## src/rtl/l1_miss_arbiter.sv

```systemverilog
// rtl/l1_miss_arbiter.sv - round-robin L1 miss arbiter with one output slot and source tracker
module l1_miss_arbiter #(
    parameter int NUM_CORES       = 4,
    parameter int ADDR_W          = 32,
    parameter int DATA_W          = 32,
    parameter int MAX_OUTSTANDING = 4,
    localparam int NUM_REQ        = 2 * NUM_CORES,
    localparam int SRC_W          = $clog2(NUM_REQ),
    localparam int CNT_W          = $clog2(MAX_OUTSTANDING) + 1
) (
    input  logic                        clk_i,
    input  logic                        rst_ni,
    input  logic [NUM_REQ-1:0]          req_valid_i,
    output logic [NUM_REQ-1:0]          req_ready_o,
    input  logic [NUM_REQ*ADDR_W-1:0]   req_addr_i,
    input  logic [NUM_REQ-1:0]          req_write_i,
    input  logic [NUM_REQ*DATA_W-1:0]   req_wdata_i,
    output logic [NUM_REQ-1:0]          rsp_valid_o,
    output logic [DATA_W-1:0]           rsp_data_o,
    output logic                        m_req_valid_o,
    input  logic                        m_req_ready_i,
    output logic [ADDR_W-1:0]           m_req_addr_o,
    output logic                        m_req_write_o,
    output logic [DATA_W-1:0]           m_req_wdata_o,
    output logic [SRC_W-1:0]            m_req_src_o,
    input  logic                        m_rsp_valid_i,
    input  logic [DATA_W-1:0]           m_rsp_data_i,
    output logic [CNT_W-1:0]            outstanding_o,
    output logic                        rsp_err_o
);

    localparam int                 PTR_W     = $clog2(MAX_OUTSTANDING);
    localparam logic [SRC_W:0]     NUM_REQ_E = (SRC_W + 1)'(NUM_REQ);
    localparam logic [SRC_W-1:0]   LAST_REQ  = SRC_W'(NUM_REQ - 1);
    localparam logic [CNT_W-1:0]   MAX_CNT   = CNT_W'(MAX_OUTSTANDING);

    logic [SRC_W-1:0] rr_ptr;
    logic [SRC_W-1:0] trk_mem [MAX_OUTSTANDING];
    logic [PTR_W-1:0] trk_wr_ptr;
    logic [PTR_W-1:0] trk_rd_ptr;
    logic             load;
    logic             any_valid;
    logic             grant;
    logic             pop;
    logic [SRC_W-1:0] grant_idx;
    logic [SRC_W:0]   cand;

    // A pop in the same cycle frees the entry the new grant needs, so full + response still loads.
    assign load  = (!m_req_valid_o || m_req_ready_i) && ((outstanding_o < MAX_CNT) || m_rsp_valid_i);
    assign pop   = m_rsp_valid_i && (outstanding_o != '0);
    assign grant = load && any_valid;

    always_comb begin
        any_valid = 1'b0;
        grant_idx = '0;
        cand      = '0;
        for (int i = 0; i < NUM_REQ; i++) begin
            cand = {1'b0, rr_ptr} + (SRC_W + 1)'(i);
            if (cand >= NUM_REQ_E) begin
                cand = cand - NUM_REQ_E;
            end
            if (!any_valid && req_valid_i[cand[SRC_W-1:0]]) begin
                any_valid = 1'b1;
                grant_idx = cand[SRC_W-1:0];
            end
        end
    end

    assign req_ready_o = grant ? (NUM_REQ'(1) << grant_idx) : '0;

    always_ff @(posedge clk_i or negedge rst_ni) begin
        if (!rst_ni) begin
            rr_ptr        <= '0;
            m_req_valid_o <= 1'b0;
            m_req_addr_o  <= '0;
            m_req_write_o <= 1'b0;
            m_req_wdata_o <= '0;
            m_req_src_o   <= '0;
        end else if (grant) begin
            m_req_valid_o <= 1'b1;
            m_req_addr_o  <= req_addr_i[int'(grant_idx) * ADDR_W +: ADDR_W];
            m_req_write_o <= req_write_i[grant_idx];
            m_req_wdata_o <= req_wdata_i[int'(grant_idx) * DATA_W +: DATA_W];
            m_req_src_o   <= grant_idx;
            rr_ptr        <= (grant_idx == LAST_REQ) ? '0 : grant_idx + 1'b1;
        end else if (m_req_ready_i) begin
            m_req_valid_o <= 1'b0;
        end
    end

    // Tracker storage carries no reset; only pointers and occupancy define its contents.
    always_ff @(posedge clk_i) begin
        if (grant) begin
            trk_mem[trk_wr_ptr] <= grant_idx;
        end
    end

    always_ff @(posedge clk_i or negedge rst_ni) begin
        if (!rst_ni) begin
            trk_wr_ptr    <= '0;
            trk_rd_ptr    <= '0;
            outstanding_o <= '0;
            rsp_valid_o   <= '0;
            rsp_data_o    <= '0;
            rsp_err_o     <= 1'b0;
        end else begin
            if (grant) begin
                trk_wr_ptr <= trk_wr_ptr + 1'b1;
            end
            if (pop) begin
                trk_rd_ptr <= trk_rd_ptr + 1'b1;
            end
            case ({grant, pop})
                2'b10:   outstanding_o <= outstanding_o + 1'b1;
                2'b01:   outstanding_o <= outstanding_o - 1'b1;
                default: outstanding_o <= outstanding_o;
            endcase
            rsp_valid_o <= '0;
            if (pop) begin
                rsp_valid_o <= NUM_REQ'(1) << trk_mem[trk_rd_ptr];
                rsp_data_o  <= m_rsp_data_i;
            end
            if (m_rsp_valid_i && (outstanding_o == '0)) begin
                rsp_err_o <= 1'b1;
            end
        end
    end

endmodule

```

## config.mk

```make
export PLATFORM = sky130hd
export DESIGN_NAME = l1_miss_arbiter
export DESIGN_NICKNAME = d
export VERILOG_FILES = /design/src/rtl/l1_miss_arbiter.sv
export SDC_FILE = /design/constraint.sdc
export NUM_CORES = 1
export LEC_CHECK = 0
export CORE_AREA = 2 2 264 266
export DETAILED_ROUTE_END_ITERATION = 10
export DIE_AREA = 0 0 266 268
export GPL_TIMING_DRIVEN = 0
export PLACE_DENSITY = 0.47
export RECOVER_POWER = 25
export SLEW_MARGIN = 25
export SYNTH_ARGS = -nofsm -noshare
export SYNTH_HDL_FRONTEND = slang
export SYNTH_SLANG_ARGS = --single-unit
```

## constraint.sdc

```tcl
create_clock -name clk_i -period 5.8 [get_ports clk_i]
set_clock_uncertainty 0.1 [all_clocks]
set_input_delay 0.58 -clock clk_i [delete_from_list [all_inputs] [get_ports clk_i]]
set_output_delay 0.58 -clock clk_i [all_outputs]
set_load 0.005 [all_outputs]
```

# Yosys cells after proc, flatten, opt, wreduce, memory -nomap -nowiden
# Memories as Yosys holds them, arrays and structs flattened.
# Cells that the tools add are included.
[word_totals]
ff_bits = 120
ramBits = 12
in_bits = 564
out_inout_bits = 121
elab_cells = 133
memories = 1
[memory_table]
columns = ["name", "depth", "word_bits", "rd", "rd_clocked_by_memory_dff", "wr", "line", "text"]
rows = [
  ["trk_mem", 4, 3, 1, 0, 1, "38", "logic [SRC_W-1:0] trk_mem [MAX_OUTSTANDING];"],
]
[classes]
addsub = 20
n_lt_le_gt_ge = 18
eq_ne = 3
n_shift = 4
mux = 50
n_reduce_logical = 25
[ops]
columns = ["operator", "count"]
rows = [
  ["variable part select 256 x 9 -> 32 bit", 2],
  ["two-way mux 3 bit", 17],
  ["< comparator 3 x 4 -> 1 bit (second input constant)", 9],
  ["greater-or-equal comparator 4 bit (second input constant)", 7],
  ["binary-select mux 1 bit (select 3 bit)", 9],
  ["subtractor 3 x 1 -> 3 bit (second input constant)", 9],
  ["two-way mux 1 bit", 21],
  ["adder 3 x 3 -> 4 bit (second input constant)", 4],
  ["two-way mux 8 bit", 2],
  ["left shift 1 x 3 -> 8 bit (first input constant)", 2],
  ["logical AND 1 bit", 11],
  ["adder 3 x 2 -> 4 bit (second input constant)", 2],
  ["logical NOT 1 bit", 8],
  ["adder 3 x 1 -> 3 bit (second input constant)", 2],
  ["case mux 3 bit (2 select lines)", 1],
  ["adder 2 x 1 -> 2 bit (second input constant)", 2],
  ["adder 3 x 1 -> 4 bit (second input constant)", 1],
  ["greater-or-equal comparator 3 x 4 -> 1 bit (second input constant)", 1],
  ["nonzero test 2 bit", 2],
  ["== test 3 bit (second input constant)", 1],
  ["logical NOT 3 bit", 1],
  ["< comparator 3 bit (second input constant)", 1],
  ["nonzero test 3 bit", 1],
  ["== test 2 x 1 -> 1 bit (second input constant)", 1],
  ["2 further kinds", 3],
]

# Longest topological paths before layout
[logic_depth]
depth_word = 29
depth_mapped = 18
depth_no_buf = 14

# Worst setup path before layout
# Ideal clock, no wire load.
[synth_timing]
kind = "reg-to-reg"
start = "register rr_ptr[0]"
end = "register outstanding_o[2]"
setup_time_ps = 79
arrival_ps = 3996
required_time_ps = 5621
setup_slack_ps = 1625
path_stages_with_launch = 19
path_buffers = 4
synth_period_minus_slack_ps = 4175
path_cell_list = "dfrtp_1 buf_6 inv_1 ha_1 buf_2 mux4_2 mux2_4 nor2b_4 nand4_1 o311a_4 inv_2 buf_6 clkbuf_1 ha_1 inv_1 fa_1 xor2_1 nor2_1 xor2_1"
[synth_between]
elab_chain_len = 29
elab_cells_between_ends = 74
classes_between = "add/sub (15); order compare (8); eq/ne (2); mux (33); reduce/logical (16)"
[synth_lines]
columns = ["item", "line", "text"]
rows = [
  ["start: declaration", "37", "logic [SRC_W-1:0] rr_ptr;"],
  ["start signal: assignment", "85", "rr_ptr <= (grant_idx == LAST_REQ) ? '0 : grant_idx + 1'b1;"],
  ["parallel branches: the longest is 25 deep, another holds adder 3 x 1 -> 4 bit", "n/a", ""],
  ["two-way mux 1 bit *", "62", "if (!any_valid && req_valid_i[cand[SRC_W-1:0]]) begin"],
  ["logical AND 1 bit *", "51", "assign grant = load && any_valid;"],
  ["== test 2 x 1 -> 1 bit or == test 2 bit (tied branches)", "113", "case ({grant, pop})"],
  ["case mux 3 bit (2 select lines) or nonzero test 2 bit (tied branches)", "n/a", ""],
  ["end signal: assignment", "114", "2'b10: outstanding_o <= outstanding_o + 1'b1;"],
  ["end signal: assignment", "115", "2'b01: outstanding_o <= outstanding_o - 1'b1;"],
  ["end signal: assignment", "116", "default: outstanding_o <= outstanding_o;"],
  ["end: declaration", "28", "output logic [CNT_W-1:0] outstanding_o,"],
]
# Every way passes the cells marked *. The select of a mux whose other input is x is not followed.
# A chain may end at the register's enable or synchronous reset.

# Worst setup path in the final report
[layout_timing]
start = "register rr_ptr[1]"
end = "output port req_ready_o[3]"
[layout_between]
elab_chain_len = 28
elab_cells_between_ends = 80
classes_between = "add/sub (15); order compare (8); shift (1); mux (41); reduce/logical (15)"
[layout_lines]
columns = ["item", "line", "text"]
rows = [
  ["parallel branches: the longest is 25 deep, another holds adder 3 x 1 -> 4 bit", "n/a", ""],
  ["two-way mux 3 bit *", "62", ""],
  ["named net grant_idx[2]", "45", "logic [SRC_W-1:0] grant_idx;"],
  ["left shift 1 x 3 -> 8 bit *", "69", "assign req_ready_o = grant ? (NUM_REQ'(1) << grant_idx) : '0;"],
  ["two-way mux 8 bit *", "69", ""],
  ["end: declaration", "14", "output logic [NUM_REQ-1:0] req_ready_o,"],
]
# Mark *: on every way through the listed nets, which the timed path passes. The select of a mux whose other input is x is not followed.

==> reports/metrics.yaml <==
synth.ff_latch_count: 132
setup_violations: 0
antenna_left: 0
crit_arrival_ns: 4.91
start_kind: "flip-flop"
nets: 2286
synth_top_family_by_area: "multiplexers"
failed_checks: "capacitance limit, slew limit"
rsz0062_at_grt: "no"
synth_edf_count: 12
drtIter0Drc: 393
port-buffer-count: 684
io_pins: 685
clk_pin_slew_worst_paths_ns: 0.07
ys.flop_type: "dfrtp_1"
cts_max_level: 4
worst_pin_slew_ns: 3.373
syn_inst: 998
status: "complete, but fails checks"
crit_buf_inv: 7
synth-simple-area-share: 0.1030
synthXorXnorAreaFrac: 0.009060
setup_tns_ns: 0
min_period_ns: 5.593
final_cells: 2611
ys_seq_area_frac: 0.3163
syn_nets: 1576
fmax_mhz: 178.8
numPlacedInstances: 2565
grt_pass1_vias: 11800
clk_latency_ns: 0.48
cp_slowest_cell: "mux4_2"
synth_cell_types: 50
muxShareOfSynthArea: 0.4224
cpPeakStageDelay_ns: 0.57
drive_above_1_share: 0.07326
grt_pass1_wl_mm: 84.64
routed_wl_mm: 61.56
die_area_sq_um: 71290
min_path_type: "reg2reg"
fin_crit_sh: 0.9643
drv_cap: 1
setup_slack_ns: 0.2072
drtPass1Iterations: 4
cts_root_buf: "clkbuf_16"
initial_core_util: 0.1559
antenna_found_initial: 18
synthAdderAreaFrac: 0.01718
synth_compound_area_frac: 0.08154
die_y_um: 268
place_area_sq_um: 18620
finalHoldViolCount: 0
fillCellCount: 7104
num_rows: 96
p_per_area_nw_per_um2: 757.0
synth.yosys.warnings: 0
gp_congestion: 0.8716
crit_family: "buffers and inverters"
avgSynthCellArea_sq_um: 10.66
core_area_sq_um: 68230
slew_violations: 50
worst-path-max-fanout: 10
viasPerCell: 4.132
drcViolationCount: 0
syn_area_sq_um: 10630
stdcell_area_sq_um: 19220
dp_worst_setup_slack_ns: 0.1503
vias: 10790
cts_tree: "yes"
fp.dieW_um: 266
final_util: 0.2818
grt_start_max_net_pins: 72
static-leakage-power_nw: 8.272
cp_cell_sequence: "buf_6, inv_1, ha_1, buf_2, mux4_2, mux2_4, nor2b_4, nand4_1, or3_1, o211ai_4, inv_6, buf_8, buf_6, ha_1, and2_1, clkdlybuf4s50_1"
async_flop_share: 0.9091
cp-end-kind: "output pin"
clock-sinks: 132
crit_type: "reg2out"
dp_hpwl_mm: 50.06
vdd.ir_drop.worst_mv: 0.3006
syn_to_final_growth_pct: 80.79
max_slew_margin: -1.249
clockBufferDepth: 2
finalPower_mw: 14.55
grt_usage: 0.1680
overflow: 0
wl_per_cell_um: 23.58
worstPathRequired_ns: 5.12
whs_ns: 0.3728
cts_buffers: 17
==> worst paths after layout <==
check	startpoint	end	slack [ns]	cells after the start
max in group asynchronous	rst_ni	m_req_addr_o[18]	1.96	2
min	rsp_data_o[3]	rsp_data_o[3]	0.37	2
max reg2reg	rr_ptr[1]	m_req_wdata_o[19]	0.48	16
min in group asynchronous	rst_ni	m_req_wdata_o[21]	1.69	2
min reg2reg	rsp_data_o[3]	rsp_data_o[3]	0.37	2
max	rr_ptr[1]	req_ready_o[3]	0.21	16
==> layer usage <==
metal	track usage	vias to the layer above	routed length, um
met5	0	-	115
met4	0.04373	18	955
met3	0.05672	57	5170
met2	0.3024	441	31530
met1	0.1891	5175	23790
li1	-	5098	-
==> registers in the layout, indices dropped and copies added, names as in the netlist, 3 cells and up <==
name and count:
m_req_addr_o 32, m_req_src_o 3, m_req_wdata_o 32, outstanding_o 3, rr_ptr 3, rsp_data_o 32, rsp_valid_o 8, trk_mem 12
==> report_power, final <==
group	total, mW	internal, mW	switching [mW]	leakage [nW]
Sequential	1.66	1.44	0.222	1.58
Combinational	11.9	5.46	6.40	6.44
Clock	1.04	0.542	0.494	0.250
==> what timing repair did <==
item / in CTS / in global routing
hold buffers: 1 / 0
endpoints found under the setup margin: 8 / 8
setup buffers: 1 / 5
hold endpoints to repair: 49 / 0
pin swaps: 1 / 1
resized for setup: 2 / 6
==> Yosys cell counts, types with 2 or more instances <==
master	count	share of area
a21o_1	4	0.0028
a21oi_1	2	0.00094
a221o_1	65	0.061
a22o_1	2	0.0016
and2_1	72	0.042
buf_2	34	0.016
buf_4	2	0.0014
buf_6	17	0.018
clkbuf_1	27	0.0095
dfrtp_1	120	0.28
edfxtp_1	12	0.034
ha_1	13	0.015
inv_1	12	0.0042
inv_2	3	0.0011
mux2_2	4	0.0042
mux2i_1	402	0.38
mux4_2	17	0.036
nand2_1	112	0.040
nand2b_1	8	0.0047
nor2_1	21	0.0074
nor2_2	2	0.0012
nor3_1	2	0.00094
o211ai_1	2	0.0014
o21ai_0	8	0.0038
xnor2_1	7	0.0058
xor2_1	4	0.0033
==> logic make-up after synthesis <==
family | count (synthesis)
XOR/XNOR | 11
multiplexers | 426
adder cells (fa/ha/maj) | 14
buffers and inverters | 96
flip-flops | 132
AND/OR/NAND/NOR | 226
AO/OA/AOI/OAI | 93
==> layout make-up <==
class | count | area (sq um) | share of cell area
Multi-Input combinational cell | 770 | 6739 | 0.3505
Antenna cell | 9 | 22.52 | 0.001171
Buffer | 79 | 491.7 | 0.02558
Sequential cell | 132 | 3363 | 0.1749
Clock inverter | 12 | 83.83 | 0.004361
Inverter | 16 | 65.06 | 0.003384
Tap cell | 882 | 1104 | 0.05740
Clock buffer | 19 | 432.9 | 0.02252
Timing Repair Buffer | 692 | 6923 | 0.3601
==> tightest hold or removal path, cell delays in order, from the launching register on <==
cell and delay, ns:
dfrtp_1 0.34, nand2_1 0.05, nand2_1 0.06
==> layout by cell type (no fill, tap or decap), types with 4 or more instances in the layout <==
master,count
a21o_1,4
a221o_1,65
and2_1,72
buf_2,33
buf_4,7
buf_6,16
clkbuf_1,28
clkbuf_16,17
clkdlybuf4s50_1,683
clkinv_2,4
dfrtp_1,120
diode_2,9
edfxtp_1,12
ha_1,13
inv_1,12
mux2_2,4
mux2i_1,401
mux4_2,17
nand2_1,112
nand2b_1,8
nor2_1,20
o21ai_0,8
xnor2_1,7
xor2_1,4
Note: power is estimated with default switching activity, not from simulation.
